<file path="src/rtl/mips_pkg.sv">
// Shared EX-stage definitions: ALU opcodes, multiply/divide op encodings and
// the multiply/divide sequencer state set.
package mips_pkg;

  localparam logic [3:0] ALU_AND = 4'b0000;
  localparam logic [3:0] ALU_OR  = 4'b0001;
  localparam logic [3:0] ALU_ADD = 4'b0010;
  localparam logic [3:0] ALU_SLL = 4'b0011;
  localparam logic [3:0] ALU_SRL = 4'b0100;
  localparam logic [3:0] ALU_SUB = 4'b0110;
  localparam logic [3:0] ALU_SLT = 4'b0111;
  localparam logic [3:0] ALU_NOR = 4'b1100;

  localparam logic [1:0] MDU_MULT  = 2'b00;
  localparam logic [1:0] MDU_MULTU = 2'b01;
  localparam logic [1:0] MDU_DIV   = 2'b10;
  localparam logic [1:0] MDU_DIVU  = 2'b11;

  localparam int ITERS = 32;

  typedef enum logic [2:0] {
    IDLE  = 3'd0,
    NEG_A = 3'd1,
    NEG_B = 3'd2,
    ITER  = 3'd3,
    FIX0  = 3'd4,
    FIX1  = 3'd5,
    FIX2  = 3'd6,
    DONE  = 3'd7
  } mdu_state_e;

endpackage

</file>
<file path="src/rtl/mdu_sequencer.sv">
// Multi-cycle MULT/MULTU/DIV/DIVU sequencer holding HI/LO. It has no adder of
// its own: every busy cycle it drives the shared ALU and consumes its result.
module mdu_sequencer
  import mips_pkg::*;
(
  input  logic        clk,
  input  logic        rst_n,
  input  logic        start,
  input  logic [1:0]  mduOp,
  input  logic [31:0] rs,
  input  logic [31:0] rt,
  input  logic        hiWe,
  input  logic        loWe,
  input  logic [31:0] wrData,
  output logic        busy,
  output logic        done,
  output logic        divByZero,
  output logic [31:0] hi,
  output logic [31:0] lo,
  output logic [31:0] aluIn1,
  output logic [31:0] aluIn2,
  output logic [3:0]  aluOpCode,
  input  logic [31:0] aluResult
);

  localparam int CNT_W = $clog2(ITERS);
  localparam logic [CNT_W-1:0] LAST = CNT_W'(ITERS - 1);

  mdu_state_e state, stateNext;
  logic [CNT_W-1:0] count;

  logic        isDiv, signA, signB, dbz, loZero;
  logic [31:0] aReg, bReg, magA, magB, tmp;

  logic [31:0] sHi, iterHi, iterLo;
  logic        carry, borrow, negLo, negHi;

  assign busy      = (state != IDLE) && (state != DONE);
  assign done      = (state == DONE);
  assign divByZero = (state == DONE) && dbz;

  assign negLo = signA ^ signB;
  assign negHi = isDiv ? signA : (signA ^ signB);

  // Divide step shifts {rem,quot} left by one; the bit leaving rem is bit 32.
  assign sHi = {hi[30:0], lo[31]};

  // Carry/borrow recovered from operand and result MSBs since the ALU has no carry out.
  assign carry  = (aluIn1[31] & aluIn2[31]) |
                  ((aluIn1[31] | aluIn2[31]) & ~aluResult[31]);
  assign borrow = (~aluIn1[31] & aluIn2[31]) |
                  ((~aluIn1[31] | aluIn2[31]) & aluResult[31]);

  always_comb begin
    stateNext = state;
    aluIn1    = '0;
    aluIn2    = '0;
    aluOpCode = ALU_AND;
    case (state)
      IDLE: begin
        if (start) stateNext = NEG_A;
      end
      NEG_A: begin
        aluOpCode = ALU_SUB;
        aluIn2    = aReg;
        stateNext = NEG_B;
      end
      NEG_B: begin
        aluOpCode = ALU_SUB;
        aluIn2    = bReg;
        stateNext = ITER;
      end
      ITER: begin
        if (isDiv) begin
          aluOpCode = ALU_SUB;
          aluIn1    = sHi;
          aluIn2    = magB;
        end else begin
          aluOpCode = ALU_ADD;
          aluIn1    = hi;
          aluIn2    = lo[0] ? magB : '0;
        end
        if (count == LAST) stateNext = FIX0;
      end
      FIX0: begin
        aluOpCode = ALU_SUB;
        aluIn2    = lo;
        stateNext = FIX1;
      end
      FIX1: begin
        aluOpCode = ALU_NOR;
        aluIn1    = hi;
        aluIn2    = hi;
        stateNext = FIX2;
      end
      FIX2: begin
        aluOpCode = ALU_ADD;
        aluIn1    = tmp;
        aluIn2    = {31'b0, isDiv ? 1'b1 : loZero};
        stateNext = DONE;
      end
      DONE: begin
        stateNext = IDLE;
      end
      default: stateNext = IDLE;
    endcase
  end

  always_comb begin
    iterHi = hi;
    iterLo = lo;
    if (isDiv) begin
      if (hi[31] | ~borrow) begin
        iterHi = aluResult;
        iterLo = {lo[30:0], 1'b1};
      end else begin
        iterHi = sHi;
        iterLo = {lo[30:0], 1'b0};
      end
    end else begin
      iterHi = {carry, aluResult[31:1]};
      iterLo = {aluResult[0], lo[31:1]};
    end
  end

  always_ff @(posedge clk or negedge rst_n) begin
    if (!rst_n) begin
      state <= IDLE;
      count <= '0;
      hi    <= '0;
      lo    <= '0;
    end else begin
      state <= stateNext;
      case (state)
        IDLE: begin
          if (hiWe) hi <= wrData;
          if (loWe) lo <= wrData;
        end
        NEG_B: begin
          hi    <= '0;
          lo    <= magA;
          count <= '0;
        end
        ITER: begin
          hi    <= iterHi;
          lo    <= iterLo;
          count <= count + 1'b1;
        end
        FIX0: begin
          if (negLo && !dbz) lo <= aluResult;
        end
        FIX2: begin
          // Divide by zero leaves the untouched dividend in HI.
          if (dbz)        hi <= aReg;
          else if (negHi) hi <= aluResult;
        end
        default: ;
      endcase
    end
  end

  // Operand and scratch state; only meaningful while an operation is in flight.
  always_ff @(posedge clk) begin
    case (state)
      IDLE: begin
        if (start) begin
          isDiv <= mduOp[1];
          aReg  <= rs;
          bReg  <= rt;
          signA <= ~mduOp[0] & rs[31];
          signB <= ~mduOp[0] & rt[31];
          dbz   <= mduOp[1] & (rt == '0);
        end
      end
      NEG_A: magA <= signA ? aluResult : aReg;
      NEG_B: magB <= signB ? aluResult : bReg;
      ITER: begin
        if (count == LAST) loZero <= (iterLo == '0);
      end
      FIX1: tmp <= aluResult;
      default: ;
    endcase
  end

endmodule

</file>
<file path="config.mk">
export PLATFORM = sky130hd
export DESIGN_NAME = mdu_sequencer
export DESIGN_NICKNAME = d
export VERILOG_FILES = /design/src/rtl/mips_pkg.sv /design/src/rtl/mdu_sequencer.sv
export SDC_FILE = /design/constraint.sdc
export NUM_CORES = 1
export LEC_CHECK = 0
export BUFFER_PORTS_ARGS = -buffer_cell sky130_fd_sc_hd__buf_2
export CAP_MARGIN = 20
export CORE_MARGIN = 1.5
export CORE_UTILIZATION = 40
export DETAILED_ROUTE_END_ITERATION = 10
export PLACE_DENSITY = 0.63
export SLEW_MARGIN = 5
export SYNTH_ARGS = -nofsm -noshare
export SYNTH_HDL_FRONTEND = slang
export SYNTH_SLANG_ARGS = --single-unit
</file>
<file path="constraint.sdc">
create_clock -name clk -period 3.34 [get_ports clk]
set_clock_uncertainty 0.1 [all_clocks]
set_input_delay 0 -clock clk [delete_from_list [all_inputs] [get_ports clk]]
set_output_delay 0 -clock clk [all_outputs]
set_load 0.05 [all_outputs]
</file>
* Yosys cells after proc, flatten, opt, wreduce, memory -nomap -nowiden
Index checks and enable logic that the tools add are counted.
Operators by class: add/sub/neg operators 1, equality and inequality tests 15, bitwise logic cells 17, reduce and logical (&&, ||, !) cells 17, mux-type cells 26
Operator list (count):
- $mux 32 | 13
- $pmux 32 s4 | 2
- $pmux 32 s6 | 1
- $pmux 32 s3 | 1
- $logic_not 32->1 | 2
- $pmux 3 s8 | 1
- $pmux 4 s4 | 1
- $eq 3x3->1 const B | 4
- $ne 2x2->1 const B | 5
- $pmux 5 s2 | 1
- $mux 3 | 3
- $reduce_bool 4->1 | 2
- $and 1x1->1 | 7
- $eq 3x2->1 const B | 2
- $ne 3x3->1 const B | 2
- $reduce_and 2->1 | 3
- $reduce_and 3->1 | 2
- $add 5x1->5 const B | 1
- $eq 5x5->1 const B | 1
- $or 1x1->1 | 5
- $not 1->1 | 4
- $eq 3x1->1 const B | 1
- $logic_and 1x1->1 | 3
- $logic_not 3->1 | 1
- other kinds (6) | 8
Word-level totals: output and inout port bits 135, bits in registers 237

* Longest topological paths before layout
depth in word-level cells 11, depth in mapped cells 11, mapped depth without buffers 9

* Worst setup path after synthesis
Ideal clock, no wire load.
kind flip-flop to output port, from register state[0], to output port aluIn2[14], stages on the path, launching flop included 9, path buffers 3, setup slack 0.094 ns, arrival time 3.146 ns, data required time 3.240 ns, cell sequence dfrtp_1 inv_1 ha_1 nor2b_1 clkbuf_1 buf_1 clkbuf_1 a22oi_1 nand3_1
Between the ends: longest elaborated chain between the ends 2
RTL lines:
- start, declared | RTL line mdu_sequencer.sv:29 | mdu_state_e state, stateNext;
- start signal, assigned | RTL line mdu_sequencer.sv:133 | state <= stateNext;
- $eq 3x3->1 (tied with other cells) | RTL line mdu_sequencer.sv:59 | case (state)
- $pmux 32 s6 * | RTL line mdu_sequencer.sv:59
- end, declared | RTL line mdu_sequencer.sv:21 | output logic [31:0] aluIn2,
Every way passes the cells marked *; elsewhere a longest branch is shown, timed or not.

* Worst setup path after layout
from register state[1], to output port aluIn1[27]
Between the ends: longest elaborated chain between the ends 2
RTL lines:
- $eq 3x3->1 or $eq 3x2->1 (tied branches) | RTL line mdu_sequencer.sv:59
- $pmux 32 s3 * | RTL line mdu_sequencer.sv:59
- end, declared | RTL line mdu_sequencer.sv:20 | output logic [31:0] aluIn1,
Marks and branches as above.

==> flow_summary.json <==
{
  "critPathArrivalTime_ns": 3.07,
  "worstMarginPinSlew_ns": 1.11,
  "drt_first_pass_iters": 7,
  "drc_errors": 0,
  "cts_root_buf": "clkbuf_16",
  "post_dp_cell_area_um2": 14500,
  "synth_edf_count": 165,
  "dieArea_um2": 32700,
  "area.growth.synth_to_final_pct": 32.6,
  "design_area_um2": 16800,
  "rr_worst_depth": 9,
  "synth_cells": 1100,
  "hpwl_um": 30400,
  "start_util_pct": 41.0,
  "holdPathEnd": "aReg[22]",
  "hold_viol": 0,
  "maxCapViolCount": 0,
  "yosysWarnings": 0,
  "fp.dieH_um": 181,
  "start_kind": "flip-flop",
  "wl_per_cell_um": 25.4,
  "setup_viol": 0,
  "clockBufferDepth": 3,
  "wirelength_um": 48200,
  "worstHoldStart": "rs[22]",
  "endpoint_kind": "primary output",
  "final.period_utilization_pct": 95.0,
  "finalSetupTns_ns": 0,
  "ys_seq_area_share_pct": 53.5,
  "clock.fmax_mhz": 315,
  "status": "finished clean",
  "via_count": 11529,
  "cts_buffers": 27,
  "maxSlewViolCount": 0,
  "h-tree-depth": 1,
  "clkSinkCount": 237,
  "cts_tree": "built",
  "grt_max_degree": 96,
  "die_w_um": 181,
  "grt_usage_pct": 28.9,
  "crit_fanout": 31,
  "ir_drop_mv": 0.779,
  "reg2reg_to": "hi[21]",
  "rsz0062_at_grt": "false",
  "grt_pass1_vias": 11339,
  "synth_largest_area_cell": "edfxtp_1",
  "power_density_nw_per_um2": 1140,
  "diodes": 0,
  "yosys.area.top_type_share_pct": 39.2,
  "drt-initial-drc-count": 1377,
  "synth.most_common_cell": "edfxtp_1",
  "nets": 1619,
  "gp_congestion": 0.899,
  "timing.final.crit_period_ns": 3.17,
  "grt_pass1_wl_um": 71800,
  "r2r_slack_ns": 0.44,
  "hold_depth": 2,
  "p_leak_nw": 7.06,
  "via_per_inst": 6.09,
  "synth_fp_nets": 1242,
  "ys_types": 57,
  "dp.cells": 1710,
  "row_count": 64,
  "rr_startpoint": "state[0]",
  "gr-total-overflow": 0,
  "fin_cells": 1894,
  "ys_ff_latch": 237,
  "total_power_w": 0.0191,
  "synth_area_um2": 12600,
  "core_um2": 30800,
  "hold_class": "in2reg",
  "post-cts-setup-buffers": 0,
  "avgSynthCellArea_um2": 11.5,
  "antenna_left": 0,
  "yosys-top-cells-area": "edfxtp_1, dfrtp_1, mux2_2, mux2i_1, a22oi_1",
  "crit_required_ns": 3.24,
  "synthArstFlopShare_pct": 30.4,
  "portBuffers": 268,
  "critPathKind": "reg2out",
  "io_pins": 270,
  "max_slew_margin_pct": 25.8,
  "antenna_found_initial": 0,
  "synthTopCellsByCount": "edfxtp_1, a22oi_1, o21ai_0",
  "clock_latency_ns": 0.54,
  "drive_gt1_share_pct": 30.2,
  "synth_ff_type": "edfxtp_1",
  "path_clk_slew_ns": 0.06
}
[repair_timing]
item,CTS,global route
endpoints found under the setup margin,0,31
gates resized for setup,0,1
hold endpoints to repair,303,29
hold buffers,132,1
[cell usage in the layout, fill, tap and decap left out, drive strengths merged, types with 31 or more instances in the layout]
cell type,n
dlygate4sd3,133
a222oi,49
edfxtp,165
a21oi,39
a22oi,95
mux2,84
clkbuf,36
buf,313
o21ai,126
nand2,85
dfrtp,72
o211ai,31
inv,38
mux2i,92
[logic make-up after synthesis]
group                      synth area share, %
muxes                                     14.8
DFF                                       53.5
xor gates and xnor gates                 0.139
and+or+nand+nor                           6.49
AOI/OAI and AO/OA                         19.8
other                                   0.0297
buffers and inverters                     4.57
adders and majority gates                0.693
[layout make-up]
| cell class | instances | area, um2 |
|---|---|---|
| Fill cell | 2637 | 14100 |
| Sequential cell | 237 | 6760 |
| Multi-Input combinational cell | 728 | 5360 |
| Timing Repair Buffer | 446 | 3100 |
| Clock buffer | 36 | 719 |
| Tap cell | 396 | 495 |
| Clock inverter | 14 | 196 |
| Inverter | 37 | 139 |
[metal layers]
metal  up-vias  wire [um]  global-route usage (%)
li1       5059          -                       -
met1      5612      19800                    39.5
met2       731      22000                    45.4
met3       127       4330                    5.08
met4         0       2010                    12.2
met5         -          0                       0
[power by group]
part | internal [W] | switching (W) | total, W
logic | 0.00306 | 0.00774 | 0.0108
registers | 0.00415 | 0.00106 | 0.00521
clock network | 0.00190 | 0.00122 | 0.00312
total | 0.00910 | 0.0100 | 0.0191
[state kept, by name (all words and copies together) (netlist names)]
signal,count
aReg,32
bReg,32
count,5
dbz,1
hi,32
isDiv,1
lo,32
loZero,1
magA,32
magB,32
signA,1
signB,1
state,3
tmp,32
[critical path, cell delays in order (launching register included)]
cell and delay, ns:
dfrtp_1 0.51, inv_1 0.11, ha_1 0.36, and2_1 0.25, or2_4 0.47, a222oi_1 0.52, inv_1 0.09, buf_2 0.23
[worst max path at each step]
stage / from / endpoint / slack, ns
after floorplan: state[0] / aluIn2[14] / 0.09
after global placement: state[0] / lo[11] / 0.54
after detailed placement: state[0] / lo[11] / 0.51
after CTS: state[1] / aluIn1[22] / 0.05
after global routing: state[1] / aluIn1[12] / 0.07
final: state[1] / aluIn1[27] / 0.17
[stage by stage]
| step | util (%) | hold slack [ns] | setup slack (ns) |
|---|---|---|---|
| final | 54.4 | 0.0607 | 0.168 |
| after global routing | 54.4 | 0.0600 | 0.0734 |
| after CTS | 54.2 | 0.0385 | 0.0478 |
| after detailed placement | 47.0 | 0.0785 | 0.510 |
| after global placement | 47.0 | 0.0786 | 0.540 |
| after floorplan | - | -0.396 | 0.0940 |
No activity file was read; power rests on OpenSTA's default activity.
